[src/rtl/div_if.sv]
// Execute-stage divider handshake: request/operand bus from the controller and
// status/result bus back from the divider.
interface div_if #(
    parameter int WIDTH = 32
);
    logic             start_i;
    logic             signed_i;
    logic             annul_i;
    logic [WIDTH-1:0] reg1_i;
    logic [WIDTH-1:0] reg2_i;
    logic             busy_o;
    logic             ready_o;
    logic [WIDTH-1:0] lo_o;
    logic [WIDTH-1:0] hi_o;

    modport master (
        output start_i, signed_i, annul_i, reg1_i, reg2_i,
        input  busy_o, ready_o, lo_o, hi_o
    );

    modport slave (
        input  start_i, signed_i, annul_i, reg1_i, reg2_i,
        output busy_o, ready_o, lo_o, hi_o
    );
endinterface

[src/rtl/div_unit.sv]
// Multi-cycle restoring divider for MIPS DIV/DIVU: quotient to LO, remainder to HI,
// one quotient bit per cycle on magnitudes, sign fixed up on the final iteration.
module div_unit #(
    parameter int WIDTH = 32
) (
    input logic  clk,
    input logic  resetn,
    div_if.slave bus
);
    localparam int CNT_W = $clog2(WIDTH + 1);

    localparam logic [1:0] S_IDLE = 2'd0;
    localparam logic [1:0] S_BUSY = 2'd1;
    localparam logic [1:0] S_DONE = 2'd2;

    logic [1:0]       state_q, state_d;
    logic [CNT_W-1:0] cnt_q, cnt_d;
    logic [WIDTH-1:0] quo_q, quo_d;
    logic [WIDTH-1:0] rem_q, rem_d;
    logic [WIDTH-1:0] dvs_q, dvs_d;
    logic             neg_quo_q, neg_quo_d;
    logic             neg_rem_q, neg_rem_d;
    logic [WIDTH-1:0] lo_q, lo_d;
    logic [WIDTH-1:0] hi_q, hi_d;

    logic [WIDTH:0]   shift_rem;
    logic [WIDTH:0]   trial;
    logic [WIDTH-1:0] quo_next;
    logic [WIDTH-1:0] rem_next;

    function automatic logic [WIDTH-1:0] abs_val(input logic signed [WIDTH-1:0] x,
                                                 input logic is_signed);
        logic signed [WIDTH-1:0] neg;
        neg = -x;
        return (is_signed && x[WIDTH-1]) ? neg : x;
    endfunction

    function automatic logic [WIDTH-1:0] sign_fix(input logic [WIDTH-1:0] mag,
                                                  input logic negate);
        return negate ? (~mag + 1'b1) : mag;
    endfunction

    // One restoring step: a borrow out of the WIDTH+1-bit trial means "restore".
    always_comb begin
        shift_rem = {rem_q, quo_q[WIDTH-1]};
        trial     = shift_rem - {1'b0, dvs_q};
        quo_next  = {quo_q[WIDTH-2:0], ~trial[WIDTH]};
        rem_next  = trial[WIDTH] ? shift_rem[WIDTH-1:0] : trial[WIDTH-1:0];
    end

    always_comb begin
        state_d   = state_q;
        cnt_d     = cnt_q;
        quo_d     = quo_q;
        rem_d     = rem_q;
        dvs_d     = dvs_q;
        neg_quo_d = neg_quo_q;
        neg_rem_d = neg_rem_q;
        lo_d      = lo_q;
        hi_d      = hi_q;

        case (state_q)
            S_IDLE: begin
                if (!bus.annul_i && bus.start_i) begin
                    if (bus.reg2_i == '0) begin
                        state_d = S_DONE;
                        lo_d    = '0;
                        hi_d    = '0;
                    end else begin
                        state_d   = S_BUSY;
                        quo_d     = abs_val(bus.reg1_i, bus.signed_i);
                        dvs_d     = abs_val(bus.reg2_i, bus.signed_i);
                        neg_quo_d = bus.signed_i & (bus.reg1_i[WIDTH-1] ^ bus.reg2_i[WIDTH-1]);
                        neg_rem_d = bus.signed_i & bus.reg1_i[WIDTH-1];
                        cnt_d     = '0;
                        rem_d     = '0;
                    end
                end
            end
            S_BUSY: begin
                if (bus.annul_i) begin
                    state_d = S_IDLE;
                end else begin
                    quo_d = quo_next;
                    rem_d = rem_next;
                    cnt_d = cnt_q + 1'b1;
                    // Final iteration: publish sign-corrected results straight from the step logic.
                    if (cnt_q == CNT_W'(WIDTH - 1)) begin
                        state_d = S_DONE;
                        lo_d    = sign_fix(quo_next, neg_quo_q);
                        hi_d    = sign_fix(rem_next, neg_rem_q);
                    end
                end
            end
            S_DONE:  state_d = S_IDLE;
            default: state_d = S_IDLE;
        endcase
    end

    always_ff @(posedge clk or negedge resetn) begin
        if (!resetn) begin
            state_q   <= S_IDLE;
            cnt_q     <= '0;
            quo_q     <= '0;
            rem_q     <= '0;
            dvs_q     <= '0;
            neg_quo_q <= 1'b0;
            neg_rem_q <= 1'b0;
            lo_q      <= '0;
            hi_q      <= '0;
        end else begin
            state_q   <= state_d;
            cnt_q     <= cnt_d;
            quo_q     <= quo_d;
            rem_q     <= rem_d;
            dvs_q     <= dvs_d;
            neg_quo_q <= neg_quo_d;
            neg_rem_q <= neg_rem_d;
            lo_q      <= lo_d;
            hi_q      <= hi_d;
        end
    end

    assign bus.busy_o  = (state_q == S_BUSY);
    assign bus.ready_o = (state_q == S_DONE);
    assign bus.lo_o    = lo_q;
    assign bus.hi_o    = hi_q;
endmodule

[src/flat_wrapper.sv]
// flat-port wrapper written by rule: the top's interface ports become plain ports
module div_unit_flat 
#(
    parameter int WIDTH = 32
)
  (clk, resetn, bus_start_i, bus_signed_i, bus_annul_i, bus_reg1_i, bus_reg2_i, bus_busy_o, bus_ready_o, bus_lo_o, bus_hi_o);
  div_if #(.WIDTH(WIDTH)) bus_i ();
  input logic clk;
  input logic resetn;
  input wire logic [$bits(bus_i.start_i)-1:0] bus_start_i;
  input wire logic [$bits(bus_i.signed_i)-1:0] bus_signed_i;
  input wire logic [$bits(bus_i.annul_i)-1:0] bus_annul_i;
  input wire logic [$bits(bus_i.reg1_i)-1:0] bus_reg1_i;
  input wire logic [$bits(bus_i.reg2_i)-1:0] bus_reg2_i;
  output wire logic [$bits(bus_i.busy_o)-1:0] bus_busy_o;
  output wire logic [$bits(bus_i.ready_o)-1:0] bus_ready_o;
  output wire logic [$bits(bus_i.lo_o)-1:0] bus_lo_o;
  output wire logic [$bits(bus_i.hi_o)-1:0] bus_hi_o;
  assign bus_i.start_i = bus_start_i;
  assign bus_i.signed_i = bus_signed_i;
  assign bus_i.annul_i = bus_annul_i;
  assign bus_i.reg1_i = bus_reg1_i;
  assign bus_i.reg2_i = bus_reg2_i;
  assign bus_busy_o = bus_i.busy_o;
  assign bus_ready_o = bus_i.ready_o;
  assign bus_lo_o = bus_i.lo_o;
  assign bus_hi_o = bus_i.hi_o;
  div_unit #(.WIDTH(WIDTH)) u_core (.clk(clk), .resetn(resetn), .bus(bus_i));
endmodule
[config.mk]
export PLATFORM = sky130hd
export DESIGN_NAME = div_unit_flat
export DESIGN_NICKNAME = d
export VERILOG_FILES = /design/src/rtl/div_if.sv /design/src/rtl/div_unit.sv /design/src/flat_wrapper.sv
export SDC_FILE = /design/constraint.sdc
export NUM_CORES = 1
export LEC_CHECK = 0
export CORE_UTILIZATION = 55
export DETAILED_ROUTE_END_ITERATION = 6
export GPL_TIMING_DRIVEN = 0
export PLACE_DENSITY = 0.78
export RECOVER_POWER = 50
export SLEW_MARGIN = 15
export SYNTH_ARGS = -nofsm -noshare
export SYNTH_HDL_FRONTEND = slang
export SYNTH_SLANG_ARGS = --single-unit
[constraint.sdc]
create_clock -name clk -period 10.6 [get_ports clk]
set_input_delay 2.12 -clock clk [delete_from_list [all_inputs] [get_ports clk]]
set_output_delay 2.12 -clock clk [all_outputs]
set_load 0.01 [all_outputs]
==> Word level (Yosys, flattened, before mapping) <==
Index checks and enable logic that the tools add are counted.
{ "word_totals": {"ff_bits": 170, "in_bits": 69, "out_inout_bits": 66, "wordCells": 72} }
{ "classes": {"addsub": 6, "n_eq_ne": 9, "n_mux": 30, "bitwise_logic": 7, "n_reduce_logical": 11} }
{ "op_table": {"columns": ["operator", "count"], "rows": [
  ["2-to-1 mux 32 bit", 17],
  ["case mux 32 bit (2 select lines)", 4],
  ["adder 32 x 1 -> 32 bit (second input constant)", 2],
  ["negator 32 bit", 2],
  ["inverter 32 bit", 2],
  ["subtractor 33 x 32 -> 33 bit", 1],
  ["logical NOT 32 bit", 1],
  ["2-to-1 mux 6 bit", 3],
  ["case mux 6 bit (2 select lines)", 1],
  ["2-to-1 mux 2 bit", 4],
  ["adder 6 x 1 -> 6 bit (second input constant)", 1],
  ["== test 6 x 5 -> 1 bit (second input constant)", 1],
  ["inequality test 2 x 1 -> 1 bit (second input constant)", 3],
  ["AND reduction 5 bit", 1],
  ["inequality test 2 bit (second input constant)", 2],
  ["case mux 2 bit (2 select lines)", 1],
  ["AND reduction 4 bit", 1],
  ["logical AND 1 bit", 3],
  ["inequality test 3 x 2 -> 1 bit (second input constant)", 1],
  ["AND reduction 3 bit", 1],
  ["bitwise AND 1 bit", 2],
  ["== test 2 x 1 -> 1 bit (second input constant)", 1],
  ["== test 2 bit (second input constant)", 1],
  ["logical NOT 2 bit", 1],
  ["5 further kinds", 6]
]} }

==> Longest topological paths before layout <==
Gate-level depths: netlist (run 1).
{ "logic_depth": {"depth_word": 8, "ltp_mapped": 24, "depth_no_buf": 21} }

==> Least setup slack after synthesis (run 1) <==
OpenSTA, ideal clock, no wires.
{ "synth_timing": {"path_type": "register to register", "from": "reg u_core.quo_q[31]", "to": "reg u_core.hi_q[30], in the netlist u_core.bus.hi_o[30]", "setup_time_ns": 0.129, "arrival_ns": 5.025, "required_ns": 10.471, "path_slack_ns": 5.446, "path_stages_with_launch": 25, "n_path_buf": 3, "period_less_slack_ns": 5.154, "cell_sequence": "dfrtp_1 > inv_1 > ha_1 > inv_1 > fa_1 > a211oi_2 > o211ai_1 > a31oi_1 > o21ai_0 > and2b_1 > o21ai_4 > buf_2 > buf_4 > buf_2 > nand2_1 > o21ai_0 > ha_1 > nand2_1 > or3_1 > or4_1 > nor3_1 > o2111ai_2 > o31ai_2 > xor2_1 > o21ai_1"} }
{ "synth_between": {"elab_chain_len": 8} }
{ "synth_rtl": {"columns": ["item", "line_no", "text"], "rows": [
  ["start: declaration", "div_unit.sv:18", "logic [WIDTH-1:0] quo_q, quo_d;"],
  ["start signal: assignment", "div_unit.sv:114", "quo_q <= quo_d;"],
  ["subtractor 33 x 32 -> 33 bit", "div_unit.sv:46", "trial = shift_rem - {1'b0, dvs_q};"],
  ["2-to-1 mux 32 bit (*)", "div_unit.sv:48", "rem_next = trial[WIDTH] ? shift_rem[WIDTH-1:0] : trial[WIDTH-1:0];"],
  ["inverter 32 bit", "div_unit.sv:40", "return negate ? (~mag + 1'b1) : mag;"],
  ["adder 32 x 1 -> 32 bit", "div_unit.sv:40", null],
  ["2-to-1 mux 32 bit (*)", "div_unit.sv:40", null],
  ["2-to-1 mux 32 bit (*)", "div_unit.sv:88", "if (cnt_q == CNT_W'(WIDTH - 1)) begin"],
  ["2-to-1 mux 32 bit (*)", "div_unit.sv:81", "if (bus.annul_i) begin"],
  ["case mux 32 bit (2 select lines) (*)", "div_unit.sv:62", "case (state_q)"],
  ["end signal: assignment", "div_unit.sv:120", "hi_q <= hi_d;"],
  ["end: declaration", "div_unit.sv:24", "logic [WIDTH-1:0] hi_q, hi_d;"]
]} }
Every way passes the cells marked *; elsewhere a longest branch is shown, timed or not. The select of a mux whose other input is x is not followed.
A chain may end at the register's enable or synchronous reset.

==> Worst setup path in the final report (run 1) <==
Same ends and word-level chain as after synthesis.

==> reports/qor.txt, run 1 <==
Crit path DAT -> 7420 ps
Clock sink count -> 170
GR Overflow Total -> 0
Pwr Density -> 262.4 nW/um^2
FF-to-FF Start -> u_core.quo_q[31]$_DFFE_PN0P_
Die Area -> 22440 um^2
Vias in the first global route -> 11084
Synth Flop Type -> dfrtp_1
Internal reg-to-reg setup slack -> 3490 ps
Critical Path Fanout Max -> 10
Fraction of registers with async set/reset -> 100.0%
Drc violations -> 0
Layout cell share with drive strength beyond 1 -> 4.264%
Final period utilization -> 67.09%
Placed Instances -> 1908
Syn Std Cell Area -> 12020 um^2
Rel. slew slack -> -172.8%
FF+latch count, synth -> 170
Hold Path Class -> reg2reg
PnR Total Power -> 0.003759 W
Static leakage -> 6.071 nW
DR vias -> 11893
Die Wd -> 149.8 um
Syn-to-layout area delta -> 19.21%
Worst-path cell chain -> inv_1 -> ha_1 -> inv_1 -> fa_1 -> a211oi_2 -> o211ai_1 -> a31oi_1 -> o21ai_0 -> and2b_1 -> o21ai_4 -> buf_2 -> buf_4 -> buf_2 -> nand2_1 -> o21ai_0 -> ha_1 -> nand2_1 -> or3_1 -> or4_1 -> nor3_1 -> o2111ai_2 -> o31ai_2 -> xor2_1 -> o21ai_1
Synth Area per Inst -> 8.021 um^2
Worst path slowest cell -> xor2_1
Critical Path Max Stage Delay -> 470 ps
Netlist cell types -> 80
Total Routing Usage GR -> 33.70%
Nets@finish -> 1759
Hold Crit Start -> u_core.bus.lo_o[21]$_DFFE_PN0P_
Finished Core Util -> 67.50%
Worst-path clk slew -> 80 ps
Peak VDD IR -> 0.3527 mV
Sw Ratio -> 49.04%
# setup viols final -> 0
Largest net degree at the start of global routing -> 98
Filler cell count -> 1809
Global-route wire length before repair -> 58.17 mm
Initial antenna violation count -> 0
CP Capture Type -> flip-flop
Height of the die -> 149.8 um
Status -> finished, violations left
Setup CP Type -> reg2reg
Switch Pwr -> 0.001843 W
Final hold slack -> 475.2 ps
TritonRoute pass-1 iters -> 6
# rows -> 53
Post-route setup TNS -> 0 ps
Synth warn -> 0
Gp weighted congestion -> 0.9680
Post-synthesis sequential area ratio -> 35.41%
Clock power frac -> 17.3%
Initial drt markers -> 1081
Antenna-violating nets left -> 0
Root Driver -> clkbuf_16
Post-DP HPWL -> 28.25 mm
Hold path depth -> 2
CTS tree -> yes
Part of the power in registers -> 23.0%
Crit path time final -> 7112 ps
Post-synth EDFFs -> 0
Synth cell count leaders -> 256 x nand2_1, 184 x o21ai_0, 170 x dfrtp_1
Most numerous cell in the Yosys netlist -> nand2_1
Top-area cell type share of the netlist area -> 35.41%
Total wire length -> 36.63 mm
Post-CTS Hold Fix Bufs -> 0
Worst Hold Endpoint -> u_core.bus.lo_o[21]$_DFFE_PN0P_
Combinational Power Share -> 59.8%
Syn nets -> 1605
Antenna fix cells -> 0
Non-Filler Instances -> 1940
IO Pins -> 135
Mapped Cells -> 1498
CTS buffer count -> 17
Routed length per instance -> 18.88 um
Failing checks -> max-capacitance violations, max-slew violations
H-tree depth -> 4
Routed vias/inst -> 6.130
Worst R2R End -> u_core.bus.hi_o[30]$_DFFE_PN0P_
Most area-hungry cell type in the Yosys netlist -> dfrtp_1
# Post-CTS Setup Buffers -> 0
Clock Latency Late Sink -> 450 ps
I/O Buffers -> 134
Final hold violations -> 0
Starting density of the core -> 56.62%
Peak Freq -> 140.6 MHz
Actual slew at the worst max-slew pin -> 4092 ps
Skew final -> 11.88 ps
Max Root-Sink Buffers -> 2
Area contributors post-synth -> dfrtp_1 35%, nand2_1 8.0%, o21ai_0 7.7%
Core area -> 21220 um^2
Pint -> 0.001915 W
WP data required -> 10910 ps
Post-cts repair resize count -> 0
RSZ-0062 raised after global routing -> no
Max_cap viols -> 1
Startpoint types -> flip-flop
Max-slew violations -> 74
Reg2Reg Depth -> 24
## flip-flops by register name, summed over array words and instances (netlist names)
register and flops:
u_core.cnt_q 6, u_core.rem_q 32, u_core.neg_quo_q 1, u_core.bus.lo_o 32, u_core.state_q 2, u_core.bus.hi_o 32, u_core.quo_q 32, u_core.dvs_q 32
u_core.neg_rem_q 1
## layout make-up
| type | instances | area [um^2] | area share (%) |
|---|---|---|---|
| Clock inverter | 15 | 176.4 | 1.232 |
| Buffer | 80 | 326.6 | 2.280 |
| Sequential cell | 170 | 4254 | 29.70 |
| Tap cell | 275 | 344.1 | 2.402 |
| Timing Repair Buffer | 135 | 1363 | 9.513 |
| Clock buffer | 17 | 425.4 | 2.970 |
| Inverter | 54 | 202.7 | 1.415 |
| Multi-Input combinational cell | 1194 | 7232 | 50.49 |
## layout by cell type, fill, tap and decap left out, drive strengths merged, types with 5 or more instances in the layout
cell,instances
nand2,256
o21ai,208
dfrtp,170
a21oi,107
clkdlybuf4s50,100
nor2,97
clkbuf,83
xor2,69
xnor2,65
inv,61
o31ai,48
ha,37
nor3,35
dlygate4sd3,33
mux2i,30
or3,25
nor4,19
nand3,18
buf,16
or4,14
o41ai,13
a21o,12
o211ai,12
and3,11
nand2b,10
and2,10
a31oi,9
nand4,8
nor2b,8
a211oi,8
mux2,5
## worst max path at each step
stage | start | to | slack [ps] | cells past startpoint
finish | u_core.quo_q[31]$_DFFE_PN0P_ | u_core.bus.hi_o[30]$_DFFE_PN0P_ | 3490 | 24
global route | u_core.quo_q[31]$_DFFE_PN0P_ | u_core.bus.hi_o[30]$_DFFE_PN0P_ | 3270 | 24
CTS | u_core.quo_q[31]$_DFFE_PN0P_ | u_core.bus.hi_o[30]$_DFFE_PN0P_ | 3660 | 24
detailed placement | u_core.quo_q[31]$_DFFE_PN0P_ | u_core.bus.hi_o[30]$_DFFE_PN0P_ | 3710 | 24
global placement | resetn | u_core.bus.lo_o[7]$_DFFE_PN0P_ | 410 | 1
floorplan | u_core.quo_q[31]$_DFFE_PN0P_ | u_core.bus.hi_o[30]$_DFFE_PN0P_ | 5450 | 24
## worst max-delay path, delay by kind of cell (launching register included)
| family | cells | cell delay, ps |
|---|---|---|
| fa+ha+maj | 3 | 1050 |
| buf+inv | 5 | 1130 |
| flops | 1 | 390 |
| simple gates | 6 | 1560 |
| xor+xnor | 1 | 470 |
| compound gates | 9 | 2380 |
## cell families (layout without fill, tap and decap cells)
| logic type | Yosys count | count (layout) | share of synthesized area (%) |
|---|---|---|---|
| DFF | 170 | 170 | 35.41 |
| buffers and inverters | 134 | 301 | 4.405 |
| AOI/OAI and AO/OA | 456 | 456 | 23.11 |
| adders and majority gates | 38 | 38 | 4.020 |
| xor gates and xnor gates | 134 | 134 | 9.768 |
| and+or+nand+nor | 531 | 531 | 20.30 |
| muxes | 35 | 35 | 2.999 |
## layer usage
layer  wire (um)  global-route usage (%)  vias up
met3        2729                   5.640       69
li1            -                       -     5619
met2       16120                   50.16      513
met1       16660                   48.57     5692
met5           0                       0        -
met4        1122                   13.54        0
## per-stage QoR
step	setup WS [ps]	area (um^2)
6_report	3488	14320
4_1_cts	3660	14340
3_5_place_dp	3711	13730
2_1_floorplan	5446	12020
5_1_grt	3269	14320
3_3_place_gp	415.0	13700
## power by group through the flow
stage | sequential, W | combinational (W) | clock, W
final | 0.000864 | 0.00225 | 0.000648
after global routing | 0.000874 | 0.00244 | 0.000676
after CTS | 0.000859 | 0.00220 | 0.000650
after detailed placement | 0.000871 | 0.00218 | 0
after global placement | 0.000869 | 0.00215 | 0
after floorplan | 0.000827 | 0.00165 | 0
Power figures use the tool's default switching activity.
==> inputs of run 2 (changes only) <==
==> constraint.sdc (replaced) <==
create_clock -name clk -period 7.4 [get_ports clk]
set_input_delay 1.48 -clock clk [delete_from_list [all_inputs] [get_ports clk]]
set_output_delay 1.48 -clock clk [all_outputs]
set_load 0.01 [all_outputs]
==> results of run 2 <==
The final DEF is identical to that of run 1. Status: finished, violations left: max-capacitance violations, max-slew violations.
Among the figures that moved: setup slack after placement 3711 ps -> 510.8 ps; setup slack after layout 3488 ps -> 288.3 ps; register-to-register setup slack 3490 ps -> 290 ps; total power 0.003759 W -> 0.005384 W; worst IR drop on VDD 0.3527 mV -> 0.5053 mV
==> inputs of run 3 (changes only) <==
--- a/config.mk
+++ b/config.mk
@@ -5,6 +5,7 @@
 export SDC_FILE = /design/constraint.sdc
 export NUM_CORES = 1
 export LEC_CHECK = 0
+export CORE_MARGIN = 1
 export CORE_UTILIZATION = 55
 export DETAILED_ROUTE_END_ITERATION = 6
 export GPL_TIMING_DRIVEN = 0
==> results of run 3 <==
The final DEF is identical to that of run 1. Status: finished, violations left: max-capacitance violations, max-slew violations.
Among the figures that moved: setup slack after placement 3711 ps -> 510.8 ps; setup slack after layout 3488 ps -> 288.3 ps; register-to-register setup slack 3490 ps -> 290 ps; total power 0.003759 W -> 0.005384 W; worst IR drop on VDD 0.3527 mV -> 0.5053 mV
